<file path="config.mk">
export PLATFORM = sky130hd
export DESIGN_NAME = time_cmd_ctrl
export DESIGN_NICKNAME = d
export VERILOG_FILES = /design/src/rtl/time_cmd_pkg.sv /design/src/rtl/time_tx_ser.sv /design/src/rtl/time_cmd_ctrl.sv
export SDC_FILE = /design/constraint.sdc
export NUM_CORES = 1
export LEC_CHECK = 0
export CAP_MARGIN = 20
export CORE_MARGIN = 5
export CORE_UTILIZATION = 29
export CTS_CLUSTER_SIZE = 14
export DETAILED_ROUTE_END_ITERATION = 12
export GPL_TIMING_DRIVEN = 0
export PLACE_DENSITY = 0.47
export SYNTH_ARGS = -nofsm -noshare
export SYNTH_HDL_FRONTEND = slang
export SYNTH_SLANG_ARGS = --single-unit
</file>
<file path="constraint.sdc">
create_clock -name clk -period 9.05 [get_ports clk]
set_clock_uncertainty 0.2 [all_clocks]
set_input_delay 2.2625 -clock clk [delete_from_list [all_inputs] [get_ports clk]]
set_output_delay 2.2625 -clock clk [all_outputs]
set_load 0.02 [all_outputs]
</file>
<file path="src/rtl/time_cmd_pkg.sv">
// time_cmd_pkg: shared constants, state encoding and helpers for the time command controller.
// Latency: n/a (declarations only).
// Backpressure: n/a.
package time_cmd_pkg;

  localparam logic [7:0] ASCII_S  = 8'h53;
  localparam logic [7:0] ASCII_G  = 8'h47;
  localparam logic [7:0] ASCII_K  = 8'h4B;
  localparam logic [7:0] ASCII_E  = 8'h45;
  localparam logic [7:0] ASCII_CR = 8'h0D;
  localparam logic [7:0] ASCII_LF = 8'h0A;
  localparam logic [7:0] ASCII_0  = 8'h30;
  localparam logic [7:0] ASCII_9  = 8'h39;

  localparam logic [6:0] MAX_HOUR   = 7'd23;
  localparam logic [6:0] MAX_MINSEC = 7'd59;

  typedef enum logic [2:0] {
    ST_IDLE,
    ST_S_DIGITS,
    ST_S_CR,
    ST_G_CR,
    ST_FLUSH,
    ST_APPLY,
    ST_TX
  } state_e;

  // Outgoing message buffer; byte 0 is transmitted first.
  typedef logic [7:0][7:0] msg_t;

  // Two decimal digits (tens, ones) to a 7-bit binary value.
  function automatic logic [6:0] dec2_to_bin(input logic [3:0] tens, input logic [3:0] ones);
    return 7'(tens) * 7'd10 + 7'(ones);
  endfunction

  // 7-bit binary value (0..99) to two ASCII digits {tens, ones}.
  function automatic logic [15:0] bin_to_ascii2(input logic [6:0] v);
    logic [6:0] tens;
    logic [6:0] ones;
    tens = v / 7'd10;
    ones = v % 7'd10;
    return {ASCII_0 + {1'b0, tens}, ASCII_0 + {1'b0, ones}};
  endfunction

endpackage

</file>
<file path="src/rtl/time_tx_ser.sv">
// time_tx_ser: serialises a 1- or 8-byte message onto a valid/ready byte port.
// Latency: first byte valid the cycle after start; one idle cycle between bytes.
// Backpressure: holds tx_data/tx_valid while tx_ready is low; done pulses on the last transfer.
module time_tx_ser
  import time_cmd_pkg::*;
(
  input  logic       clk_i,
  input  logic       reset_i,
  input  logic       start_i,
  input  msg_t       msg_i,
  input  logic [3:0] len_i,
  input  logic       tx_ready_i,
  output logic [7:0] tx_data_o,
  output logic       tx_valid_o,
  output logic       done_o
);

  msg_t       buf_q;
  logic [3:0] len_q;
  logic [2:0] idx_q;
  logic       active_q;
  logic       tx_valid_q;
  logic [7:0] tx_data_q;
  logic       last;
  logic       xfer;

  assign last       = ({1'b0, idx_q} == (len_q - 4'd1));
  assign xfer       = tx_valid_q & tx_ready_i;
  assign done_o     = xfer & last;
  assign tx_valid_o = tx_valid_q;
  assign tx_data_o  = tx_data_q;

  // Load on start, drop valid after each transfer, re-present the next byte one cycle later.
  always_ff @(posedge clk_i) begin
    if (reset_i) begin
      buf_q      <= '0;
      len_q      <= '0;
      idx_q      <= '0;
      active_q   <= 1'b0;
      tx_valid_q <= 1'b0;
      tx_data_q  <= '0;
    end else if (start_i) begin
      buf_q      <= msg_i;
      len_q      <= len_i;
      idx_q      <= '0;
      active_q   <= 1'b1;
      tx_valid_q <= 1'b1;
      tx_data_q  <= msg_i[0];
    end else if (xfer) begin
      tx_valid_q <= 1'b0;
      if (last) begin
        active_q <= 1'b0;
      end else begin
        idx_q     <= idx_q + 3'd1;
        tx_data_q <= buf_q[idx_q + 3'd1];
      end
    end else if (active_q) begin
      tx_valid_q <= 1'b1;
    end
  end

endmodule

</file>
<file path="src/rtl/time_cmd_ctrl.sv">
// time_cmd_ctrl: parses ASCII set/get commands from UART RX and drives the clock load port / TX replies.
// Latency: set pulse starts the cycle after the terminating CR; get/error reply valid the cycle after CR.
// Backpressure: RX bytes arriving during APPLY/TX are dropped; TX reply waits on tx_ready.
module time_cmd_ctrl
  import time_cmd_pkg::*;
#(
  parameter int HOLD_CYCLES    = 2,
  parameter int TIMEOUT_CYCLES = 50000000
) (
  input  logic       clk,
  input  logic       reset,
  input  logic [7:0] rx_data,
  input  logic       rx_valid,
  input  logic [6:0] cur_sec,
  input  logic [6:0] cur_min,
  input  logic [6:0] cur_hour,
  output logic       set_out,
  output logic       uart_sign_out,
  output logic [6:0] sec_uart,
  output logic [6:0] min_uart,
  output logic [6:0] hour_uart,
  output logic [7:0] tx_data,
  output logic       tx_valid,
  input  logic       tx_ready,
  output logic       busy
);

  localparam int TW = $clog2(TIMEOUT_CYCLES + 1);
  localparam int HW = (HOLD_CYCLES > 1) ? $clog2(HOLD_CYCLES) : 1;
  localparam logic [TW-1:0] TO_MAX    = TW'(TIMEOUT_CYCLES);
  localparam logic [TW-1:0] TO_LAST   = TW'(TIMEOUT_CYCLES - 1);
  localparam logic [HW-1:0] HOLD_LAST = HW'(HOLD_CYCLES - 1);

  state_e          state_q;
  logic [5:0][3:0] digs_q;
  logic [2:0]      dig_idx_q;
  logic [HW-1:0]   hold_q;
  logic [TW-1:0]   to_cnt_q;
  logic            set_q;
  logic            busy_q;
  logic [6:0]      sec_q, min_q, hour_q;

  logic       in_busy, parse_st, take, is_cr, is_digit, expire;
  logic       range_ok, set_cr, get_cr, err_cr, apply_end, ser_done;
  logic [6:0] hour_bin, min_bin, sec_bin;
  logic       tx_start;
  msg_t       tx_msg;
  logic [3:0] tx_len;
  logic [15:0] h_asc, m_asc, s_asc;

  assign in_busy  = (state_q == ST_APPLY) || (state_q == ST_TX);
  assign parse_st = (state_q == ST_S_DIGITS) || (state_q == ST_S_CR) ||
                    (state_q == ST_G_CR) || (state_q == ST_FLUSH);
  assign take     = rx_valid && !in_busy;
  assign is_cr    = (rx_data == ASCII_CR);
  assign is_digit = (rx_data >= ASCII_0) && (rx_data <= ASCII_9);
  // A byte in the expiry cycle is still accepted, so expiry requires no take.
  assign expire   = parse_st && !take && (to_cnt_q >= TO_LAST);

  assign hour_bin = dec2_to_bin(digs_q[0], digs_q[1]);
  assign min_bin  = dec2_to_bin(digs_q[2], digs_q[3]);
  assign sec_bin  = dec2_to_bin(digs_q[4], digs_q[5]);
  assign range_ok = (hour_bin <= MAX_HOUR) && (min_bin <= MAX_MINSEC) && (sec_bin <= MAX_MINSEC);

  assign set_cr    = take && is_cr && (state_q == ST_S_CR);
  assign get_cr    = take && is_cr && (state_q == ST_G_CR);
  assign err_cr    = take && is_cr && (((state_q == ST_S_CR) && !range_ok) || (state_q == ST_FLUSH));
  assign apply_end = (state_q == ST_APPLY) && (hold_q == HOLD_LAST);

  assign h_asc = bin_to_ascii2(cur_hour);
  assign m_asc = bin_to_ascii2(cur_min);
  assign s_asc = bin_to_ascii2(cur_sec);

  // Build the reply in the cycle it is launched so the get snapshot is taken with the CR.
  always_comb begin
    tx_start = get_cr || err_cr || apply_end;
    tx_msg   = '0;
    tx_len   = 4'd1;
    tx_msg[0] = ASCII_E;
    if (get_cr) begin
      tx_len    = 4'd8;
      tx_msg[0] = h_asc[15:8];
      tx_msg[1] = h_asc[7:0];
      tx_msg[2] = m_asc[15:8];
      tx_msg[3] = m_asc[7:0];
      tx_msg[4] = s_asc[15:8];
      tx_msg[5] = s_asc[7:0];
      tx_msg[6] = ASCII_CR;
      tx_msg[7] = ASCII_LF;
    end else if (apply_end) begin
      tx_msg[0] = ASCII_K;
    end
  end

  // Inter-byte idle counter: cleared by any accepted byte or outside the parse states, saturates.
  always_ff @(posedge clk) begin
    if (reset || !parse_st || take) begin
      to_cnt_q <= '0;
    end else if (to_cnt_q != TO_MAX) begin
      to_cnt_q <= to_cnt_q + 1'b1;
    end
  end

  // Command FSM with registered set/busy/value outputs.
  always_ff @(posedge clk) begin
    if (reset) begin
      state_q   <= ST_IDLE;
      digs_q    <= '0;
      dig_idx_q <= '0;
      hold_q    <= '0;
      set_q     <= 1'b0;
      busy_q    <= 1'b0;
      sec_q     <= '0;
      min_q     <= '0;
      hour_q    <= '0;
    end else begin
      case (state_q)
        ST_IDLE: begin
          if (take) begin
            if (rx_data == ASCII_S) begin
              state_q   <= ST_S_DIGITS;
              dig_idx_q <= '0;
            end else if (rx_data == ASCII_G) begin
              state_q <= ST_G_CR;
            end else if (!is_cr && (rx_data != ASCII_LF)) begin
              state_q <= ST_FLUSH;
            end
          end
        end
        ST_S_DIGITS: begin
          if (take) begin
            if (is_digit) begin
              digs_q[dig_idx_q] <= rx_data[3:0];
              if (dig_idx_q == 3'd5) state_q <= ST_S_CR;
              else                   dig_idx_q <= dig_idx_q + 3'd1;
            end else begin
              state_q <= ST_FLUSH;
            end
          end else if (expire) begin
            state_q <= ST_IDLE;
          end
        end
        ST_S_CR: begin
          if (take) begin
            if (!is_cr) begin
              state_q <= ST_FLUSH;
            end else if (range_ok) begin
              state_q <= ST_APPLY;
              busy_q  <= 1'b1;
              set_q   <= 1'b1;
              hold_q  <= '0;
              hour_q  <= hour_bin;
              min_q   <= min_bin;
              sec_q   <= sec_bin;
            end else begin
              state_q <= ST_TX;
              busy_q  <= 1'b1;
            end
          end else if (expire) begin
            state_q <= ST_IDLE;
          end
        end
        ST_G_CR, ST_FLUSH: begin
          if (take) begin
            if (is_cr) begin
              state_q <= ST_TX;
              busy_q  <= 1'b1;
            end else begin
              state_q <= ST_FLUSH;
            end
          end else if (expire) begin
            state_q <= ST_IDLE;
          end
        end
        ST_APPLY: begin
          if (apply_end) begin
            set_q   <= 1'b0;
            state_q <= ST_TX;
          end else begin
            hold_q <= hold_q + 1'b1;
          end
        end
        ST_TX: begin
          if (ser_done) begin
            state_q <= ST_IDLE;
            busy_q  <= 1'b0;
          end
        end
        default: begin
          state_q <= ST_IDLE;
          busy_q  <= 1'b0;
          set_q   <= 1'b0;
        end
      endcase
    end
  end

  time_tx_ser u_tx_ser (
    .clk_i      (clk),
    .reset_i    (reset),
    .start_i    (tx_start),
    .msg_i      (tx_msg),
    .len_i      (tx_len),
    .tx_ready_i (tx_ready),
    .tx_data_o  (tx_data),
    .tx_valid_o (tx_valid),
    .done_o     (ser_done)
  );

  assign set_out       = set_q;
  assign uart_sign_out = set_q;
  assign busy          = busy_q;
  assign sec_uart      = sec_q;
  assign min_uart      = min_q;
  assign hour_uart     = hour_q;

endmodule

</file>
==> metrics.md <==
| Metric | Value |
|---|---|
| Hold Crit Class | `reg2reg` |
| Most frequent cells in the layout | `dfxtp_1 (131), nor2_1 (98), nand2_1 (66)` |
| Reg2Reg Capture Point | `sec_uart[5]` |
| Drc violations | `0` |
| Hold path startpoint | `u_tx_ser.active_q` |
| Final TNS setup | `0 ps` |
| Register-to-register setup slack | `5390 ps` |
| IO Pins | `66` |
| WL final | `20500 um` |
| Die Height | `173 um` |
| Crit-path cells | `clkdlybuf4s50_1 -> nor4b_4 -> nand2_1 -> nor3_4 -> nor3b_1 -> a31oi_4 -> nor2_2 -> buf_2 -> a32o_1` |
| Combinational Power Share | `0.108` |
| Maxcap violations | `0` |
| Max FO, Critical Path | `10` |
| Inserted Clock Buffers | `17` |
| Syn. warnings | `0` |
| Switching Fraction | `0.254` |
| Req. time, crit path | `9160 ps` |
| R2r worst-path depth | `11` |
| Post_cts resized | `0` |
| Iteration-0 DRC count of the detailed router | `459` |
| Post-synth ARST share | `0` |
| CP Data Arrival Time | `4950 ps` |
| Worst VDD drop | `0.129 mV` |
| Pwr Total | `1.41 mW` |
| Number of fill cells in the layout | `2700` |
| RSZ-0062 raised after global routing | `no` |
| Placed instance count | `1300` |
| PwrDens | `151 nW/um^2` |
| Clock Sink Count | `131` |
| GRT overflow | `0` |
| Leading cell type in the layout, fill and taps excluded | `dfxtp_1` |
| Part of the cycle the worst path needs | `0.534` |
| Gpl congestion | `0.790` |
| Worst Hold Path Cells | `2` |
| Hold Path End | `u_tx_ser.active_q` |
| Wire length per cell | `15.4 um` |
| Finished Layout Cells | `1332` |
| Fin crit period | `4830 ps` |
| Yosys cell types | `92` |
| Global-route usage over all layers | `0.135` |
| Hold_buf cts | `0` |
| Placed wire-length estimate | `15000 um` |
| Psw | `0.359 mW` |
| Leakage | `3.62 nW` |
| Cells after synthesis | `904` |
| Core Box Area | `26100 sq um` |
| Layout cells sized above 1 | `0.0883` |
| Internal power | `1.05 mW` |
| CTS tree | `done` |
| Post-synth EDFFs | `0` |
| Reg clk slew, reported paths | `60 ps` |
| FF+latch count, synth | `131` |
| Worst-Skew Late Latency | `420 ps` |
| Rows | `59` |
| Antenna violations before repair | `0` |
| Synth Flop Type | `dfxtp_1` |
| Chip width | `173 um` |
| Syn_area_per_cell | `8.54 sq um` |
| Vias | `6643` |
| Max Freq | `207 MHz` |
| Slew margin rel. | `0.498` |
| Worst Setup Slack, final | `4220 ps` |
| Port bufs | `61` |
| # setup viols final | `0` |
| Register area share after synthesis | `0.340` |
| Clk pwr share | `0.479` |
| P&R area growth vs syn | `20.8%` |
| Setup WS pre-CTS | `3810 ps` |
| Critical Path Max Stage Delay | `500 ps` |
| Worst Path Buf+Inv | `2` |
| H-tree Lvls | `4` |
| Least-Margin Pin Slew | `748 ps` |
| Post-DP Area | `8750 sq um` |
| Root buffer cell | `clkbuf_16` |
| CP max-delay cell | `nor3_4` |
| Utilization after layout | `0.357` |
| Final-report hold violation count | `0` |
| Vias in the first global route | `6375` |
| Crit path capture type | `register` |
| Post-Syn Area | `7720 sq um` |
| Final instance area | `9330 sq um` |
| Pin count of the biggest net entering global routing | `17` |
| Share of power burned in registers | `0.412` |
| Max clock buf depth | `2` |
| Slew Viols, Final | `0` |
| Worst hold slack | `249 ps` |
| Vias per Instance | `4.99` |
| Outcome | `complete, no violations` |
| Post-DRT Antenna Nets | `0` |
| Reg2Reg Launch Point | `digs_q[17]` |
| Post-CTS Setup Repair Bufs | `0` |
| Fin nets | `1046` |
| Starting Density | `0.295` |
| Die area | `30000 sq um` |
| Critical setup path kind | `in2reg` |
| Global-route wire length before repair | `33500 um` |
| CP Launch Type | `input port` |
| Mapped Nets | `966` |
| Crit-path leading delay family | `simple AND/OR/NAND/NOR gates` |
| Ant. Diodes | `0` |
| Drt pass-1 iters | `5` |
final cells by class:
cell class                 instances  area, sq um  share of cell area
inverter                          23         86.3             0.00926
buffer                            65          367              0.0393
multi-input combinational        685         4640               0.498
clock inverter                    13          135              0.0145
clock buffer                      19          443              0.0475
sequential                       131         2620               0.281
tap                              335          419              0.0449
timing repair buffer              61          611              0.0655
worst reg2reg max path, cell delays in order (launching register included):
cell and delay (ps):
dfxtp_1 440, ha_1 280, ha_1 210, fa_1 520, a21bo_2 230, a211oi_1 60, maj3_1 380, o21ai_2 270
nand4_2 360, buf_2 340, mux2i_1 170, nor2_1 50
synth_stat cells, types with 5 or more instances:
library cell	instances	area share
dfxtp_1	131	0.34
nor2_1	98	0.048
nand2_1	66	0.032
o21ai_0	53	0.034
a21oi_1	51	0.033
mux2i_1	42	0.054
clkbuf_1	37	0.018
nor3_1	33	0.021
nand3_1	28	0.018
xnor2_1	27	0.031
xor2_1	27	0.031
ha_1	23	0.037
nand2b_1	23	0.019
inv_1	22	0.011
a21o_1	12	0.012
a31oi_1	11	0.0089
and2_1	10	0.0081
a211oi_1	9	0.0088
buf_2	9	0.0058
o211ai_1	9	0.0088
a22o_1	8	0.0091
and3_1	8	0.0065
nor2b_1	8	0.0065
or3_1	7	0.0057
a22oi_1	6	0.0058
and3b_1	6	0.0068
buf_4	6	0.0058
clkbuf_8	6	0.011
fa_1	6	0.016
o2bb2ai_1	6	0.0068
o32ai_1	6	0.0068
a32o_1	5	0.0065
nand3b_1	5	0.0049
o22ai_1	5	0.0041
or2_2	5	0.0041
flip-flops by register name (all words and copies together), names as in the netlist:
register and count:
u_tx_ser.buf_q 38, to_cnt_q 26, digs_q 24, u_tx_ser.tx_data_o 8
hour_uart 7, min_uart 7, sec_uart 7, dig_idx_q 3
state_q 3, u_tx_ser.idx_q 3, busy 1, hold_q 1
set_out 1, u_tx_ser.active_q 1, u_tx_ser.tx_valid_o 1
power by group through the flow:
stage                     Sequential (mW)  Combinational, mW  Clock [mW]
after floorplan                     0.595              0.105           0
after global placement              0.595              0.154           0
after detailed placement            0.595              0.152           0
after CTS                           0.582              0.153       0.692
after global routing                0.583              0.169       0.720
final                               0.583              0.153       0.677
per-layer routing:
metal / track usage / vias up / routed length [um]
li1: - / 3404 / -
met1: 0.191 / 3094 / 10600
met2: 0.208 / 127 / 8780
met3: 0.0253 / 18 / 726
met4: 0.0452 / 0 / 326
met5: 0 / - / 0
kinds of logic (layout without fill, tap and decap cells):
logic type      after synthesis  count (layout)  share of synthesized area
simple gates                334             334                      0.224
buf+inv                      88             181                     0.0587
fa+ha+maj                    30              30                     0.0541
flops                       131             131                      0.340
compound gates              221             221                      0.196
mux                          46              46                     0.0661
xor+xnor                     54              54                     0.0613
worst max path at each step:
| stage | depth (start not counted) | slack, ps | startpoint | end |
|---|---|---|---|---|
| floorplan | 9 | 4810 | rx_data[3] | u_tx_ser.buf_q[35] |
| global placement | 9 | 3840 | rx_data[7] | u_tx_ser.buf_q[42] |
| detailed placement | 9 | 3810 | rx_data[7] | u_tx_ser.buf_q[42] |
| CTS | 9 | 4260 | rx_data[7] | u_tx_ser.buf_q[42] |
| global route | 9 | 4070 | rx_data[7] | u_tx_ser.buf_q[35] |
| finish | 9 | 4220 | rx_data[7] | u_tx_ser.buf_q[42] |
(Power assumes the default switching activity.)
